**config.mk**
```make
export PLATFORM = sky130hd
export DESIGN_NAME = wide_add_seq
export DESIGN_NICKNAME = d
export VERILOG_FILES = /design/src/rtl/wide_add_pkg.sv /design/src/rtl/wide_add_seq.sv
export SDC_FILE = /design/constraint.sdc
export NUM_CORES = 1
export LEC_CHECK = 0
export CORE_ASPECT_RATIO = 1.75
export CORE_MARGIN = 10
export CORE_UTILIZATION = 50
export DETAILED_ROUTE_END_ITERATION = 8
export GPL_TIMING_DRIVEN = 0
export PLACE_DENSITY_LB_ADDON = 0.25
export SYNTH_ARGS = -nofsm -noshare
export SYNTH_HDL_FRONTEND = slang
export SYNTH_SLANG_ARGS = --single-unit
export TNS_END_PERCENT = 20
```
**constraint.sdc**
```tcl
create_clock -name clk -period 3 [get_ports clk]
set_input_delay 0.75 -clock clk [delete_from_list [all_inputs] [get_ports clk]]
set_output_delay 0.75 -clock clk [all_outputs]
set_load 0.02 [all_outputs]
```
**src/rtl/wide_add_pkg.sv**
```systemverilog
// Shared definitions for the wide add sequencer: word width, FSM state
// encoding and a helper that sizes index/counter registers.
package wide_add_pkg;

    localparam int WORD_W = 32;

    typedef enum logic [1:0] {
        ST_IDLE  = 2'd0,
        ST_ISSUE = 2'd1,
        ST_WAIT  = 2'd2,
        ST_DONE  = 2'd3
    } state_t;

    // Bits needed to hold values 0..n-1, never less than one bit.
    function automatic int idx_width(input int n);
        return (n <= 2) ? 1 : $clog2(n);
    endfunction

endpackage

```
**src/rtl/wide_add_seq.sv**
```systemverilog
// wide_add_seq: feeds a wide operand pair word by word (LSW first) to an
// external registered 32-bit adder, chaining carry-out into the next carry-in,
// and presents the assembled wide sum on a valid/ready output.
// Optional feature macro: OVF_DETECT_EN adds out_ovf (signed overflow flag).
//
// Operand words for word k are registered on the edge that enters ISSUE, so the
// adder sees them during the ISSUE cycle; the returned sum is captured on the
// last of ADD_LAT WAIT cycles. Per-word cost is therefore ADD_LAT+1 cycles.
module wide_add_seq
    import wide_add_pkg::*;
#(
    parameter int NWORDS  = 4,
    parameter int ADD_LAT = 2
) (
    input  logic                       clk,
    input  logic                       rst,
    input  logic                       in_valid,
    output logic                       in_ready,
    input  logic [WORD_W*NWORDS-1:0]   in_a,
    input  logic [WORD_W*NWORDS-1:0]   in_b,
    input  logic                       in_cin,
    output logic [WORD_W-1:0]          add_a,
    output logic [WORD_W-1:0]          add_b,
    output logic                       add_cin,
    input  logic [WORD_W-1:0]          add_sum,
    input  logic                       add_cout,
    output logic                       out_valid,
    input  logic                       out_ready,
    output logic [WORD_W*NWORDS-1:0]   out_sum,
    output logic                       out_cout
`ifdef OVF_DETECT_EN
    ,
    output logic                       out_ovf
`endif
);

    localparam int WIDE_W = WORD_W * NWORDS;
    localparam int KW     = idx_width(NWORDS);
    localparam int CW     = idx_width(ADD_LAT);
    localparam logic [KW-1:0] LAST_K   = KW'(NWORDS - 1);
    localparam logic [CW-1:0] LAST_CNT = CW'(ADD_LAT - 1);

    state_t              state_q, state_d;
    logic [KW-1:0]       k_q, k_d;
    logic [KW-1:0]       k_inc;
    logic [CW-1:0]       cnt_q, cnt_d;
    logic [WIDE_W-1:0]   a_q, a_d;
    logic [WIDE_W-1:0]   b_q, b_d;
    logic [WORD_W-1:0]   add_a_q, add_a_d;
    logic [WORD_W-1:0]   add_b_q, add_b_d;
    logic                add_cin_q, add_cin_d;
    logic [WIDE_W-1:0]   sum_q, sum_d;
    logic [WIDE_W-1:0]   out_sum_q, out_sum_d;
    logic                out_cout_q, out_cout_d;
`ifdef OVF_DETECT_EN
    logic                ovf_q, ovf_d;
`endif

    // Word-sliced views of the latched operands.
    logic [WORD_W-1:0]   a_word [NWORDS];
    logic [WORD_W-1:0]   b_word [NWORDS];

    generate
        for (genvar gi = 0; gi < NWORDS; gi++) begin : g_word
            assign a_word[gi] = a_q[gi*WORD_W +: WORD_W];
            assign b_word[gi] = b_q[gi*WORD_W +: WORD_W];
        end
    endgenerate

    assign k_inc = k_q + KW'(1);

    // Next-state, operand issue and result collection.
    always_comb begin
        state_d    = state_q;
        k_d        = k_q;
        cnt_d      = cnt_q;
        a_d        = a_q;
        b_d        = b_q;
        add_a_d    = add_a_q;
        add_b_d    = add_b_q;
        add_cin_d  = add_cin_q;
        sum_d      = sum_q;
        out_sum_d  = out_sum_q;
        out_cout_d = out_cout_q;
`ifdef OVF_DETECT_EN
        ovf_d      = ovf_q;
`endif
        in_ready   = 1'b0;
        out_valid  = 1'b0;

        case (state_q)
            ST_IDLE: begin
                in_ready = 1'b1;
                if (in_valid) begin
                    a_d       = in_a;
                    b_d       = in_b;
                    k_d       = '0;
                    // Word 0 goes straight out so the adder starts during ISSUE.
                    add_a_d   = in_a[WORD_W-1:0];
                    add_b_d   = in_b[WORD_W-1:0];
                    add_cin_d = in_cin;
                    state_d   = ST_ISSUE;
                end
            end

            ST_ISSUE: begin
                cnt_d   = '0;
                state_d = ST_WAIT;
            end

            ST_WAIT: begin
                if (cnt_q == LAST_CNT) begin
                    // Adder output is only trusted on this cycle.
                    for (int i = 0; i < NWORDS; i++) begin
                        if (k_q == KW'(i)) begin
                            sum_d[i*WORD_W +: WORD_W] = add_sum;
                        end
                    end
                    if (k_q == LAST_K) begin
                        out_sum_d  = sum_d;
                        out_cout_d = add_cout;
`ifdef OVF_DETECT_EN
                        ovf_d = (a_q[WIDE_W-1] == b_q[WIDE_W-1]) &&
                                (add_sum[WORD_W-1] != a_q[WIDE_W-1]);
`endif
                        state_d    = ST_DONE;
                    end else begin
                        k_d       = k_inc;
                        add_a_d   = a_word[k_inc];
                        add_b_d   = b_word[k_inc];
                        add_cin_d = add_cout;
                        state_d   = ST_ISSUE;
                    end
                end else begin
                    cnt_d = cnt_q + CW'(1);
                end
            end

            ST_DONE: begin
                out_valid = 1'b1;
                if (out_ready) begin
                    state_d = ST_IDLE;
                end
            end

            default: begin
                state_d = ST_IDLE;
            end
        endcase
    end

    // State and datapath registers; reset aborts any transaction in flight.
    always_ff @(posedge clk) begin
        if (rst) begin
            state_q    <= ST_IDLE;
            k_q        <= '0;
            cnt_q      <= '0;
            a_q        <= '0;
            b_q        <= '0;
            add_a_q    <= '0;
            add_b_q    <= '0;
            add_cin_q  <= 1'b0;
            sum_q      <= '0;
            out_sum_q  <= '0;
            out_cout_q <= 1'b0;
`ifdef OVF_DETECT_EN
            ovf_q      <= 1'b0;
`endif
        end else begin
            state_q    <= state_d;
            k_q        <= k_d;
            cnt_q      <= cnt_d;
            a_q        <= a_d;
            b_q        <= b_d;
            add_a_q    <= add_a_d;
            add_b_q    <= add_b_d;
            add_cin_q  <= add_cin_d;
            sum_q      <= sum_d;
            out_sum_q  <= out_sum_d;
            out_cout_q <= out_cout_d;
`ifdef OVF_DETECT_EN
            ovf_q      <= ovf_d;
`endif
        end
    end

    assign add_a    = add_a_q;
    assign add_b    = add_b_q;
    assign add_cin  = add_cin_q;
    assign out_sum  = out_sum_q;
    assign out_cout = out_cout_q;
`ifdef OVF_DETECT_EN
    assign out_ovf  = ovf_q;
`endif

endmodule

```
* Yosys cells after proc, flatten, opt, wreduce, memory -nomap -nowiden
Cells that the tools add are included.
** Storage, ports and cells
- Flip-flop bits (word level) :: 583
- Input bits :: 294
- Output and inout port bits :: 196
** Cells by class
- Add/subtract/negate cells :: 2
- Magnitude comparators :: 1
- Equal/unequal tests :: 10
- Muxes and demuxes :: 35
- Bitwise operators :: 1
- Reductions and logical operators :: 9
** Operators with widths (count)
- $mux 32 :: 14
- $bmux 32 s2 :: 2
- $pmux 32 s2 :: 2
- $mux 2 :: 7
- $eq 2x2->1 const B :: 4
- $ne 2x2->1 const B :: 4
- $pmux 2 s4 :: 1
- $mux 1 :: 6
- $reduce_and 3->1 :: 2
- $eq 2x1->1 const B :: 2
- $logic_not 2->1 :: 2
- $pmux 1 s2 :: 2
- $pmux 2 s2 :: 1
- $reduce_and 2->1 :: 2
- $reduce_and 4->1 :: 1
- $reduce_bool 2->1 :: 2
- $ge 3x3->1 const B :: 1
- $not 2->3 :: 1
- $add 2x1->2 const B :: 1
- $add 1x1->1 const B :: 1

* Longest topological paths before layout
- Word-level depth :: 8
- Gate-level depth with buffers :: 10
- Depth with buffers taken out :: 5

* Least setup slack after synthesis
Ideal clock, no wire load.
- Kind :: register -> register
- Start point :: register k_q[0]
- End point :: register add_a_q[0] (netlist: add_a[0])
- Setup time :: 0.134 ns
- Data arrival time :: 1.978 ns
- Data required time :: 2.866 ns
- Slack :: 0.888 ns
- Cell stages (with the launch flop) :: 10
- Cells stage by stage :: dfxtp_1 > buf_6 > buf_2 > inv_1 > ha_1 > and2_1 > buf_2 > buf_1 > a222oi_1 > a211oi_1
** On the way
- Word-level cells in the longest chain between the ends :: 8
** RTL lines
- start, declared :: line wide_add_seq.sv:44 : logic [KW-1:0] k_q, k_d;
- start signal, assigned :: line wide_add_seq.sv:171 : k_q <= k_d;
- $add 2x1->2 :: line wide_add_seq.sv:70 : assign k_inc = k_q + KW'(1);
- $not 2->3 (not written as such) :: line wide_add_seq.sv:129 : add_a_d = a_word[k_inc];
- $bmux 32 s2 :: line wide_add_seq.sv:129
- $mux 32 (not written as such) (2 in series) :: line wide_add_seq.sv:129
- $mux 32 :: line wide_add_seq.sv:119 : if (k_q == LAST_K) begin
- $mux 32 :: line wide_add_seq.sv:112 : if (cnt_q == LAST_CNT) begin
- $pmux 32 s2 :: line wide_add_seq.sv:91 : case (state_q)
- end signal, assigned :: line wide_add_seq.sv:160 : add_a_q <= '0;
- end signal, assigned :: line wide_add_seq.sv:175 : add_a_q <= add_a_d;
- end, declared :: line wide_add_seq.sv:49 : logic [WORD_W-1:0] add_a_q, add_a_d;
Parallel ways exist; a longest one is shown, timed or not. The select of a mux whose other input is x is not followed.
A chain may end at the register's enable or synchronous reset.

* Worst setup path after layout
- Start point :: register k_q[0]
- End point :: register add_a_q[26] (netlist: add_a[26])
The elaborated chain is that of the path after synthesis.

==> results.txt <==
----------------------------------------------------
[Final layout]
  Filler instances ... ~3,800
  Final-stage net count ... approximately 3,500
  Synth-to-layout area growth ... 30.2%
  Fraction of final layout cells with drive strength greater than 1 ... 0.0908
  Non-filler cells in the finished layout ... 3,781

[Die]
  Floorplan die area ... between 50,000 and 60,000 µm²
  Horiz. Die Dim ... between 150 and 200 µm
  Die Span Y ... 302 µm
  Number of rows in the core area ... a little over 100
  Floorplan Core Area ... ~45,000 µm²
  Boundary pin count ... 490
  Starting density of the core ... 0.505

[Pwr]
  Switching power as a share of total power ... 0.358
  Clock power share ... 0.267
  Switching power ... around 8.4 mW
  Power Internal ... between 15 and 20 mW
  Leakage power of the design ... around 11 nW
  Maximum resistive drop on vdd ... roughly 520 µV
  Power density over the cells ... slightly below 800 nW/µm²
  Total design power ... between 20 and 25 mW
  Seq pwr share ... 0.390
  Part of the power in combinational logic ... 0.344

[Logic synthesis]
  Distinct cells, synth ... 30
  Area contributors post-synth ... dfxtp_1 48%, nand2_1 13%, a21oi_1 8.5%
  Sequential share of the synthesized area ... 0.484
  Number of synthesized flops with an enable pin ... 0
  Post-synth design cell area ... approximately 23,000 µm²
  Top cell type's share of synthesized area ... 0.484
  Flop and latch count out of synthesis ... around 550
  List of most frequent post-synthesis cells ... 772 x nand2_1, 551 x dfxtp_1, 387 x a21oi_1, 159 x clkbuf_1, 142 x a211oi_1
  Cells after Synth ... between 2,000 and 3,000
  Average size of a mapped cell ... around 8.6 µm²
  Share of async-settable or async-resettable flops after synthesis ... 0
  Most common flop cell mapped by yosys ... dfxtp_1
  Library cell with the highest instance count after synthesis ... nand2_1
  Total number of yosys warnings ... 0
  Library cell with the largest summed area after synthesis ... dfxtp_1
  Nets in the synthesized netlist ... between 2,000 and 3,000

[Worst setup path]
  Cell mode on critical path ... buf_2
  Slowest cell on the critical path ... dfxtp_2
  Endpoint arrival time on the critical path ... 3.43 ns
  Data required time at the worst endpoint ... 3.48 ns
  CP delay by family, top ... buffers and inverters
  Critical Path End Type ... flop
  Register-to-register setup slack ... 0.05 ns
  Worst Setup Path Type ... flop to flop
  Critical-path cell list ... buf_6, buf_2, inv_1, ha_1, and2_1, buf_2, clkbuf_1, a222oi_1, a211oi_1
  CP max stage delay ... 0.47 ns
  Setup crit start kind ... flop
  Buffers and inverters on the worst path ... 5
  Top fanout value on the critical path ... 10

[GRT]
  Largest net degree at the start of global routing ... 16
  Number of global-route vias before repair ... around 22,000
  Aggregate global routing overflow ... 0
  Total routing resource utilization after global routing ... 0.298
  Global-route wire length before repair ... approximately 130,000 µm
  Antenna violations before repair ... 15

[Detailed routing]
  WL/cell ... around 23 µm
  Remaining number of nets flagged by the antenna check after routing ... 0
  Number of iterations in the first detailed-routing pass ... 9
  Detailed-route wire length ... approximately 86,000 µm
  Via count ... 21,900
  First DRT Iteration DRCs ... approximately 1,900
  Vias per cell ... approximately 5.8
  DRC violation count after routing ... 0

[Clock tree]
  Htree depth ... 2
  Clock transition at the register clock pins on the worst setup and hold paths after CTS ... about 0.070 ns
  Later-pin clock latency in the skew report ... about 0.58 ns
  CTS Root Cell ... clkbuf_16
  Maximum buffer depth of the clock tree ... 3
  TritonCTS Buffers ... approximately 50
  Post-CTS setup-driven buffer insertion count ... 0
  TritonCTS clock tree ... built
  Clock sink count ... approximately 550

[STA]
  Actual slew at the worst max-slew pin ... 0.892 ns
  Slew Viols, Final ... 0
  Clock skew after layout ... 0.0131 ns
  Worst slew margin ... 0.406
  Unrepaired setup endpoints after global routing ... true
  Final hold viol count ... 0
  Setup Viol. Count Final ... 0
  Tcrit/Tclk final ... 0.984
  Peak Freq ... 0.339 GHz
  Min cycle time layout ... 2.95 ns

[Run status]
  Outcome ... complete, no violations

[Placement]
  Post-detail-place hpwl ... 67,800 µm
  Last weighted congestion value of the routability-driven placer ... approximately 0.94
  Total of buffers placed on input and output ports ... between 400 and 500
  Cell total after placement ... around 3,700

[Worst hold path]
  Hold/Removal Path Class ... flop to flop

[Run]
  Number of maximum-capacitance violations ... 0

----------------------------------------------------
==> layer usage <==
metal,global-route usage,wire length [µm],share of wire,vias to the layer above
met5,0,93,0.0011,-
met4,0.207,6210,0.072,14
met2,0.536,43900,0.51,1055
met1,0.300,29500,0.34,10300
li1,-,-,-,10200
met3,0.0646,6550,0.076,286
==> power by group through the flow <==
stage | Clock, mW | Combinational (mW) | Sequential, mW
final | 6.27 | 8.08 | 9.17
after global routing | 6.57 | 8.67 | 9.25
after CTS | 6.29 | 8.05 | 9.14
after detailed placement | 0 | 8.02 | 9.28
after global placement | 0 | 7.83 | 9.25
after floorplan | 0 | 4.37 | 9.56
==> sequential cells by signal (all words and copies together) (netlist names) <==
name	count
b_q	128
out_sum	128
out_cout	1
add_cin	1
sum_q	96
cnt_q	1
add_a	32
state_q	2
k_q	2
add_b	32
a_q	128
==> area by class of cell <==
type	instances	area, µm²	area share
Multi-Input combinational cell	1810	10400	0.352
Timing Repair Buffer	456	4560	0.154
Sequential cell	551	11000	0.372
Inverter	5	18.8	0.000633
Clock inverter	19	185	0.00625
Buffer	287	1290	0.0434
Clock buffer	67	1370	0.0463
Antenna cell	9	22.5	0.000760
Tap cell	577	722	0.0244
==> tightest hold or removal path: stages (launching register included) <==
cell and delay (ns):
dfxtp_1 0.31, nand2_1 0.05, a21oi_1 0.05
==> cells in the final DEF (no fill, tap or decap), types with 3 or more instances in the layout <==
cell / n
nand2_1: 772
ha_1: 8
dfxtp_1: 550
mux2i_1: 98
a222oi_1: 64
and2_1: 3
diode_2: 9
nor2_1: 98
clkdlybuf4s50_1: 456
a211oi_1: 142
buf_2: 114
clkbuf_1: 168
clkinv_2: 11
a211oi_2: 20
nor2b_1: 4
mux2_2: 63
clkbuf_8: 8
a21oi_1: 387
a41oi_1: 66
bufinv_16: 3
buf_6: 5
and3_1: 5
buf_4: 7
mux2_1: 65
nand3_1: 4
clkbuf_16: 49
inv_1: 4
clkinvlp_4: 3
nand2b_1: 3
==> final timing paths <==
path	start	end	depth (start not counted)
setup / recovery	k_q[0]	add_a[26]	9
hold / removal	b_q[51]	b_q[51]	2
setup reg to reg	k_q[0]	add_a[26]	9
hold reg to reg	b_q[51]	b_q[51]	2
==> through the flow <==
stage	hold slack, ns	util	setup slack, ns	area (µm²)	TNS (ns)
floorplan	0.432	-	0.888	22800	0
global placement	0.439	0.622	-0.0320	28100	-0.230
detailed placement	0.443	0.622	-0.130	28100	-1.92
CTS	0.453	0.657	0.0725	29600	0
global route	0.467	0.657	-0.0854	29600	-0.740
finish	0.451	0.657	0.0493	29600	0
==> cell families after synthesis <==
| group | count (synthesis) | share of synthesized area |
|---|---|---|
| fa+ha+maj | 8 | 0.00440 |
| buf+inv | 292 | 0.0571 |
| flops | 551 | 0.484 |
| simple gates | 893 | 0.150 |
| mux | 226 | 0.106 |
| compound gates | 683 | 0.198 |
==> timing repair <==
| action | in CTS | in global routing |
|---|---|---|
| hold endpoints to repair | 0 | 0 |
| hold buffers | 0 | 0 |
| resized for setup | 3 | 3 |
| setup endpoints to repair | 50 | 30 |
| gates cloned | 0 | 0 |
(Power assumes the default switching activity.)
